[config.mk]
export PLATFORM = sky130hd
export DESIGN_NAME = video_mem_arbiter
export DESIGN_NICKNAME = d
export VERILOG_FILES = /design/src/rtl/video_mem_arbiter.sv
export SDC_FILE = /design/constraint.sdc
export NUM_CORES = 1
export LEC_CHECK = 0
export CAP_MARGIN = 5
export CORE_UTILIZATION = 46
export DETAILED_ROUTE_END_ITERATION = 16
export PLACE_DENSITY = 0.83
export SLEW_MARGIN = 25
export SYNTH_ARGS = -nofsm -noshare
export SYNTH_HDL_FRONTEND = slang
export SYNTH_SLANG_ARGS = --single-unit
export TNS_END_PERCENT = 10
[constraint.sdc]
create_clock -name clk -period 3.7 [get_ports clk]
set_clock_uncertainty 0.2 [all_clocks]
set_input_delay 1.11 -clock clk [delete_from_list [all_inputs] [get_ports clk]]
set_output_delay 1.11 -clock clk [all_outputs]
set_load 0.05 [all_outputs]
[src/rtl/video_mem_arbiter.sv]
// Time-slot arbiter sharing one 8-bit async SRAM between the video fetch path and the CPU.
// phase | meaning
// 0-3   | video RAM slot: strobe high, address in 1, oe_n low 1-2, capture entering 3
// 4-7   | char ROM slot: same timing as 0-3, shifted by 4
// 8-15  | CPU slot: request sampled entering 8, oe_n/we_n low 9-11, ack in 12
module video_mem_arbiter #(
    parameter logic [16:0] VRAM_BASE = 17'h08000,
    parameter logic [16:0] CROM_BASE = 17'h10000
) (
    input  logic        clk,
    input  logic        reset_n,
    input  logic        char_sync,
    input  logic [11:0] video_addr,
    output logic [7:0]  video_data,
    output logic        video_ram_strobe,
    output logic        video_rom_strobe,
    input  logic        cpu_req,
    input  logic        cpu_we,
    input  logic [16:0] cpu_addr,
    input  logic [7:0]  cpu_wdata,
    output logic [7:0]  cpu_rdata,
    output logic        cpu_ack,
    output logic [16:0] sram_addr,
    input  logic [7:0]  sram_din,
    output logic [7:0]  sram_dout,
    output logic        sram_oe_n,
    output logic        sram_we_n
);

    logic [3:0]  phase, phase_nxt;
    logic        grant, grant_nxt;
    logic        grant_we, grant_we_nxt;

    logic [7:0]  video_data_nxt, cpu_rdata_nxt, sram_dout_nxt;
    logic [16:0] sram_addr_nxt;
    logic        ram_strobe_nxt, rom_strobe_nxt, cpu_ack_nxt;
    logic        oe_n_nxt, we_n_nxt, cpu_active;
    logic [11:0] video_off;

    // Bit 11 of the fetch address has no meaning here; masking it keeps the offset 11 bits.
    assign video_off = video_addr & 12'h7FF;

    always_ff @(posedge clk or negedge reset_n) begin
        if (!reset_n) begin
            phase            <= 4'd0;
            grant            <= 1'b0;
            grant_we         <= 1'b0;
            video_ram_strobe <= 1'b0;
            video_rom_strobe <= 1'b0;
            video_data       <= 8'h00;
            cpu_rdata        <= 8'h00;
            cpu_ack          <= 1'b0;
            sram_addr        <= 17'h00000;
            sram_dout        <= 8'h00;
            sram_oe_n        <= 1'b1;
            sram_we_n        <= 1'b1;
        end else begin
            phase            <= phase_nxt;
            grant            <= grant_nxt;
            grant_we         <= grant_we_nxt;
            video_ram_strobe <= ram_strobe_nxt;
            video_rom_strobe <= rom_strobe_nxt;
            video_data       <= video_data_nxt;
            cpu_rdata        <= cpu_rdata_nxt;
            cpu_ack          <= cpu_ack_nxt;
            sram_addr        <= sram_addr_nxt;
            sram_dout        <= sram_dout_nxt;
            sram_oe_n        <= oe_n_nxt;
            sram_we_n        <= we_n_nxt;
        end
    end

    always_comb begin
        phase_nxt    = char_sync ? 4'd0 : phase + 4'd1;
        grant_nxt    = grant;
        grant_we_nxt = grant_we;
        if (phase_nxt == 4'd8) begin
            grant_nxt    = cpu_req;
            grant_we_nxt = cpu_we;
        end
    end

    // Outputs are registered, so everything is decoded from the phase about to be entered.
    // An abort by char_sync needs no extra logic: phase 0 decodes to an idle SRAM bus.
    always_comb begin
        ram_strobe_nxt = (phase_nxt <= 4'd3);
        rom_strobe_nxt = (phase_nxt >= 4'd4) && (phase_nxt <= 4'd7);
        cpu_active     = grant_nxt && (phase_nxt >= 4'd9) && (phase_nxt <= 4'd11);

        oe_n_nxt = !((phase_nxt == 4'd1) || (phase_nxt == 4'd2) ||
                     (phase_nxt == 4'd5) || (phase_nxt == 4'd6) ||
                     (cpu_active && !grant_we_nxt));
        we_n_nxt = !(cpu_active && grant_we_nxt);

        sram_addr_nxt = sram_addr;
        if (phase_nxt == 4'd1)
            sram_addr_nxt = VRAM_BASE + {5'b0, video_off};
        else if (phase_nxt == 4'd5)
            sram_addr_nxt = CROM_BASE + {5'b0, video_off};
        else if ((phase_nxt == 4'd8) && cpu_req)
            sram_addr_nxt = cpu_addr;

        sram_dout_nxt = sram_dout;
        if ((phase_nxt == 4'd8) && cpu_req && cpu_we)
            sram_dout_nxt = cpu_wdata;

        video_data_nxt = video_data;
        if ((phase_nxt == 4'd3) || (phase_nxt == 4'd7))
            video_data_nxt = sram_din;

        cpu_ack_nxt   = (phase_nxt == 4'd12) && grant_nxt;
        cpu_rdata_nxt = cpu_rdata;
        if (cpu_ack_nxt && !grant_we_nxt)
            cpu_rdata_nxt = sram_din;
    end

endmodule

==> impl_metrics.py, run 1 <==
metrics = {
    "timing": {
        "fmaxAchievable_mhz": 325.1,
        "slew_headroom": 0.5986,
        "final_min_period_ns": 3.076,
        "hold_violations": 0,
        "final-setup-viol-count": 0,
        "final_min_period_over_clock_period": 0.8313,
        "worst-slew-pin-transition_ns": 0.6021,
        "finalHoldWorstSlack_ns": 0.3094,
        "drv_slew": 0,
        "grt_setup_unrepaired": "false",
        "setup-tns-final_ns": 0,
    },
    "synthesis": {
        "synthesis.nets": 207,
        "synth_sequential_area_ratio": 0.5694,
        "syn_area_per_cell_um2": 14.68,
        "mappedNetlistArea_um2": 2290,
        "yosysWarningCount": 0,
        "yosysUniqueCellTypes": 33,
        "syn-instance-count": 156,
        "synth-seq-cells": 52,
    },
    "drt": {
        "drt.antenna.violating_nets": 0,
        "avgViaCountPerCell": 4.957,
        "vias": 1606,
        "first_drt_pass_iteration_count": 2,
        "drt_first_iter_violations": 44,
        "routed_wirelength_um": 4712,
        "post-route-drc-count": 0,
        "route.detailed.wl_per_inst_um": 14.54,
    },
    "worst_setup_path": {
        "worst_ep_required_time_ns": 3.68,
        "critPathMaxStageDelay_ns": 0.61,
        "worst-path-buf-inv": 1,
        "worst_ep_arrival_time_ns": 3.06,
        "timing.critical_path.max_delay_family": "simple AND/OR/NAND/NOR gates",
        "timing_worst_setup_path_type": "in -> reg",
        "worstPathMaxFanout": 8,
        "setup.worst_path.start_class": "input port",
        "critical_path.cell_chain": "clkdlybuf4s50_1, nor3b_2, nand3_1, or3b_1, mux2_4",
        "sort_of_element_at_the_end_of_the_critical_path": "register",
        "crit_path_top_delay_cell": "sky130_fd_sc_hd__or3b_1",
    },
    "floorplanning": {
        "overall_die_width_um": 72.55,
        "floorplan.die_area_um2": 5264,
        "pin_count": 96,
        "die-height_um": 72.55,
        "core_area_um2": 4755,
        "initial_core_util": 0.4816,
        "rows": 25,
    },
    "layout": {
        "final_util": 0.7121,
        "drive_gt1_frac": 0.2802,
        "areaGrowthSynthToFinish_pct": 47.87,
        "antennaDiodeCount": 0,
        "fin_nets": 307,
        "design_area_um2": 3386,
        "final_cells": 324,
    },
    "power": {
        "power_density_nw_per_um2": 487.1,
        "p_leak_nw": 1.489,
        "vdd_ir_drop_max_uv": 277.9,
    },
    "placement": {
        "hpwl_um": 3508,
        "dpl-instance-area_um2": 3304,
        "global_placement_routability_congestion": 0.7403,
        "port-buffer-count": 94,
        "dp.cells": 316,
    },
    "clock_network": {
        "clk_transition_reported_paths_ns": 0.09,
        "clock_latency_ns": 0.29,
        "tritoncts": "yes",
        "num_cts_buffers": 5,
        "cts_max_level": 2,
        "cts-hold-fix-buffers": 0,
        "clock-sinks": 52,
        "post_cts_buffers": 0,
        "cts_repair_resize_count": 0,
        "root_buffer": "sky130_fd_sc_hd__clkbuf_8",
        "cts.path.max_buffers": 2,
    },
    "hold_path": {
        "worstHoldPathType": "reg -> reg",
    },
    "global_route": {
        "initial_antenna_violation_count": 0,
        "gr-total-overflow": 0,
        "gr-usage-all-layers": 0.1901,
        "grt_pass1_wl_um": 7569,
        "first_global_vias": 1650,
        "maximum_number_of_pins_on_one_net_before_global_route_repair": 28,
    },
    "outcome": {
        "result_of_the_run": "finished, final reports clean",
    },
    "run": {
        "cap_viol_max_count": 0,
    },
}
[flip-flops by register name, summed over array words and instances (netlist names), 4 cells and up]
signal / count
sram_addr: 17
cpu_rdata: 8
sram_dout: 8
video_data: 8
phase: 4
[through the flow]
| stage | power [mW] | worst slack (ns) |
|---|---|---|
| 6_report | 1.649 | 0.6242 |
| 5_1_grt | 1.722 | 0.5111 |
| 4_1_cts | 1.670 | 0.6288 |
| 2_1_floorplan | 1.105 | 0.9101 |
| 3_3_place_gp | 1.350 | 0.3440 |
| 3_5_place_dp | 1.361 | 0.3196 |
[final cells by class]
| cell class | count | area (um2) |
|---|---|---|
| Clock buffer | 7 | 76.32 |
| Timing Repair Buffer | 100 | 980.9 |
| Multi-Input combinational cell | 94 | 924.6 |
| Clock inverter | 1 | 5.005 |
| Fill cell | 345 | 1369 |
| Inverter | 3 | 11.26 |
| Sequential cell | 52 | 1304 |
| Tap cell | 67 | 83.83 |
[cells by family (layout without fill, tap and decap cells)]
| family | Yosys count | count (layout) | synth area share |
|---|---|---|---|
| DFF | 52 | 52 | 0.5694 |
| muxes | 51 | 51 | 0.2639 |
| and+or+nand+nor | 30 | 30 | 0.08961 |
| buffers and inverters | 10 | 111 | 0.02678 |
| AOI/OAI and AO/OA | 8 | 8 | 0.02951 |
| xor gates and xnor gates | 4 | 4 | 0.01530 |
| adders and majority gates | 1 | 1 | 0.005464 |
[layer usage]
layer	track usage	up-vias	part of all wire
li1	-	751	-
met2	0.3063	79	0.44
met3	0.07222	2	0.10
met5	0	-	0
met1	0.2349	774	0.45
met4	0.06536	0	0.0028
[path summary, 6_finish.rpt]
kind	slack [ns]	start	cells past startpoint	end
min in group asynchronous	0.62	reset_n	1	video_data[0]
worst max register to register	0.88	phase[0]	5	cpu_rdata[1]
worst max-delay path	0.62	char_sync	5	cpu_rdata[1]
worst min register to register	0.31	sram_dout[6]	1	sram_dout[6]
worst min-delay path	0.31	sram_dout[6]	1	sram_dout[6]
max in group asynchronous	2.04	reset_n	2	video_ram_strobe
[cell usage in the layout, fill, tap and decap left out, types with 2 or more instances in the layout]
| cell | n |
|---|---|
| sky130_fd_sc_hd__buf_4 | 6 |
| sky130_fd_sc_hd__clkbuf_1 | 2 |
| sky130_fd_sc_hd__clkbuf_8 | 5 |
| sky130_fd_sc_hd__clkdlybuf4s50_1 | 93 |
| sky130_fd_sc_hd__dfrtp_1 | 50 |
| sky130_fd_sc_hd__dfstp_2 | 2 |
| sky130_fd_sc_hd__inv_1 | 3 |
| sky130_fd_sc_hd__mux2_2 | 43 |
| sky130_fd_sc_hd__mux2_4 | 8 |
| sky130_fd_sc_hd__nand2_1 | 3 |
| sky130_fd_sc_hd__nand3_1 | 4 |
| sky130_fd_sc_hd__nor2_1 | 4 |
| sky130_fd_sc_hd__nor2b_1 | 9 |
| sky130_fd_sc_hd__xor2_1 | 3 |
[Yosys cell counts]
cell type	instances	area share
sky130_fd_sc_hd__a21o_1	1	0.0033
sky130_fd_sc_hd__a221o_1	1	0.0044
sky130_fd_sc_hd__a221oi_1	1	0.0038
sky130_fd_sc_hd__a31oi_1	1	0.0027
sky130_fd_sc_hd__a32oi_1	1	0.0038
sky130_fd_sc_hd__and2_1	1	0.0027
sky130_fd_sc_hd__and3_1	1	0.0027
sky130_fd_sc_hd__and4_1	1	0.0038
sky130_fd_sc_hd__buf_2	4	0.0087
sky130_fd_sc_hd__buf_4	1	0.0033
sky130_fd_sc_hd__buf_6	2	0.0098
sky130_fd_sc_hd__dfrtp_1	50	0.55
sky130_fd_sc_hd__dfstp_2	2	0.023
sky130_fd_sc_hd__ha_1	1	0.0055
sky130_fd_sc_hd__inv_1	3	0.0049
sky130_fd_sc_hd__mux2_2	43	0.21
sky130_fd_sc_hd__mux2_4	8	0.052
sky130_fd_sc_hd__nand2_1	3	0.0049
sky130_fd_sc_hd__nand3_1	4	0.0087
sky130_fd_sc_hd__nor2_1	4	0.0066
sky130_fd_sc_hd__nor2b_1	9	0.025
sky130_fd_sc_hd__nor3_1	1	0.0022
sky130_fd_sc_hd__nor3b_1	1	0.0033
sky130_fd_sc_hd__nor3b_2	1	0.0055
sky130_fd_sc_hd__nor4_4	1	0.0093
sky130_fd_sc_hd__nor4b_2	1	0.0066
sky130_fd_sc_hd__o211ai_2	1	0.0055
sky130_fd_sc_hd__o21ai_0	1	0.0022
sky130_fd_sc_hd__o21ai_2	1	0.0038
sky130_fd_sc_hd__or3b_1	1	0.0038
sky130_fd_sc_hd__or3b_4	1	0.0049
sky130_fd_sc_hd__xnor2_1	1	0.0038
sky130_fd_sc_hd__xor2_1	3	0.011
[report_power, final]
group          internal [mW]  switching, mW
registers              0.651         0.0446
clock network          0.133          0.169
logic                  0.263          0.389
Note: power is estimated with default switching activity, not from simulation.
==> run 2: changes to the inputs <==
--- a/config.mk
+++ b/config.mk
@@ -6,9 +6,9 @@
 export NUM_CORES = 1
 export LEC_CHECK = 0
 export CAP_MARGIN = 5
-export CORE_UTILIZATION = 46
+export CORE_UTILIZATION = 38
 export DETAILED_ROUTE_END_ITERATION = 16
-export PLACE_DENSITY = 0.83
+export PLACE_DENSITY = 0.73
 export SLEW_MARGIN = 25
 export SYNTH_ARGS = -nofsm -noshare
 export SYNTH_HDL_FRONTEND = slang
==> constraint.sdc (replaced) <==
create_clock -name clk -period 2.8 [get_ports clk]
set_clock_uncertainty 0.2 [all_clocks]
set_input_delay 0.84 -clock clk [delete_from_list [all_inputs] [get_ports clk]]
set_output_delay 0.84 -clock clk [all_outputs]
set_load 0.05 [all_outputs]
==> impl_metrics.py, run 2 (synthesis results as in run 1) <==
metrics = {
    "layout": {
        "mostFrequentLayoutCells": "93 x sky130_fd_sc_hd__clkdlybuf4s50_1, 50 x sky130_fd_sc_hd__dfrtp_1, 43 x sky130_fd_sc_hd__mux2_2",
        "max_flop_register": "sram_addr",
        "final_cells": 334,
        "areaGrowthSynthToFinish_pct": 50.71,
        "largest_register_ffs": 17,
        "antennaDiodeCount": 0,
        "fin_nets": 312,
        "drive_gt1_frac": 0.2939,
        "layout_commonest_cell": "sky130_fd_sc_hd__clkdlybuf4s50_1",
        "design_area_um2": 3451,
    },
    "power": {
        "vdd_ir_drop_max_uv": 349.7,
        "power.switching_fraction": 0.3604,
        "power.combinational.fraction": 0.394,
        "totalPowerFinal_mw": 2.211,
        "power_density_nw_per_um2": 640.8,
        "p_leak_nw": 1.521,
        "clkPwrFrac": 0.193,
        "net-switching-power_mw": 0.7969,
        "power_frac_seq": 0.414,
        "p_int_mw": 1.414,
    },
    "drt": {
        "avgViaCountPerCell": 4.757,
        "first_drt_pass_iteration_count": 4,
        "post-route-drc-count": 0,
        "route.detailed.wl_per_inst_um": 14.16,
        "vias": 1589,
        "drt_first_iter_violations": 75,
        "drt.antenna.violating_nets": 0,
        "routed_wirelength_um": 4729,
    },
    "run": {
        "cap_viol_max_count": 0,
    },
    "clock_network": {
        "cts-hold-fix-buffers": 0,
        "post_cts_buffers": 0,
        "root_buffer": "sky130_fd_sc_hd__clkbuf_8",
        "cts_max_level": 2,
        "num_cts_buffers": 5,
        "tritoncts": "yes",
        "cts_repair_resize_count": 0,
        "clock_latency_ns": 0.30,
        "clk_transition_reported_paths_ns": 0.09,
        "clock-sinks": 52,
        "cts.path.max_buffers": 2,
    },
    "worst_setup_path": {
        "worst_ep_arrival_time_ns": 1.60,
        "setup.worst_path.start_class": "register",
        "worst-r2r-setup-slack_ns": 0.41,
        "timing_worst_setup_path_type": "reg -> out",
        "worst_r2r_path_depth": 6,
        "timing.rr.end": "cpu_rdata[3]",
        "worstReg2RegStart": "phase[1]",
        "sort_of_element_at_the_end_of_the_critical_path": "primary output",
        "worst_ep_required_time_ns": 1.76,
        "crit_path_top_delay_cell": "sky130_fd_sc_hd__clkdlybuf4s50_1",
        "worstPathMaxFanout": 1,
        "critical_path.cell_chain": "clkdlybuf4s50_1",
        "critPathMaxStageDelay_ns": 0.78,
        "worst-path-buf-inv": 1,
        "timing.critical_path.max_delay_family": "buffers and inverters",
    },
    "floorplanning": {
        "die-height_um": 79.63,
        "rows": 27,
        "initial_core_util": 0.4059,
        "overall_die_width_um": 79.63,
        "core_area_um2": 5642,
        "pin_count": 96,
        "floorplan.die_area_um2": 6340,
    },
    "timing": {
        "slew_headroom": 0.6445,
        "drv_slew": 0,
        "setup-tns-final_ns": 0,
        "fmaxAchievable_mhz": 378.4,
        "worst-slew-pin-transition_ns": 0.5316,
        "hold_violations": 0,
        "final_min_period_ns": 2.643,
        "grt_setup_unrepaired": "false",
        "final-setup-viol-count": 0,
        "final_min_period_over_clock_period": 0.9439,
        "finalHoldWorstSlack_ns": 0.3081,
    },
    "placement": {
        "dp.cells": 326,
        "dpl-instance-area_um2": 3361,
        "port-buffer-count": 94,
        "hpwl_um": 3604,
        "global_placement_routability_congestion": 0.7375,
    },
    "global_route": {
        "grt_pass1_wl_um": 7734,
        "initial_antenna_violation_count": 0,
        "gr-total-overflow": 0,
        "maximum_number_of_pins_on_one_net_before_global_route_repair": 32,
        "first_global_vias": 1607,
        "gr-usage-all-layers": 0.1626,
    },
    "hold_path": {
        "worstHoldPathType": "in -> async",
    },
    "outcome": {
        "result_of_the_run": "finished, final reports clean",
    },
}
## run 2: per-stage QoR
stage | util | setup WS, ns
6_report | 0.6117 | 0.1570
5_1_grt | 0.6117 | 0.1092
4_1_cts | 0.6117 | 0.1433
3_5_place_dp | 0.5957 | -0.05374
3_3_place_gp | 0.5957 | -0.03203
2_1_floorplan | - | 0.2801
## run 2: area by class of cell
cell class | instances | area, um2
Fill cell | 452 | 2191
Sequential cell | 52 | 1304
Timing Repair Buffer | 105 | 1031
Multi-Input combinational cell | 94 | 924.6
Clock buffer | 8 | 90.09
Tap cell | 72 | 90.09
Inverter | 3 | 11.26
## run 2: power by group through the flow
stage	logic, mW	clock network, mW	registers, mW
5_1_grt	0.908	0.477	0.933
2_1_floorplan	0.165	0	1.30
3_3_place_gp	0.870	0	0.923
6_report	0.870	0.427	0.914
3_5_place_dp	0.878	0	0.929
4_1_cts	0.881	0.447	0.915
## run 2: worst max path at each step
stage / startpoint / to / slack (ns) / cells past startpoint
5_1_grt: sram_we_n / sram_we_n / 0.11 / 1
3_3_place_gp: char_sync / cpu_rdata[3] / -0.03 / 6
4_1_cts: sram_oe_n / sram_oe_n / 0.14 / 1
6_report: sram_oe_n / sram_oe_n / 0.16 / 1
2_1_floorplan: char_sync / cpu_rdata[0] / 0.28 / 6
3_5_place_dp: char_sync / sram_addr[5] / -0.05 / 6
## run 2: routing by layer
| metal | up-vias | part of all wire | global-route usage |
|---|---|---|---|
| met4 | 0 | 0.022 | 0.07273 |
| met1 | 773 | 0.42 | 0.1928 |
| met5 | - | 0 | 0 |
| li1 | 757 | - | - |
| met2 | 52 | 0.49 | 0.2675 |
| met3 | 7 | 0.067 | 0.05257 |
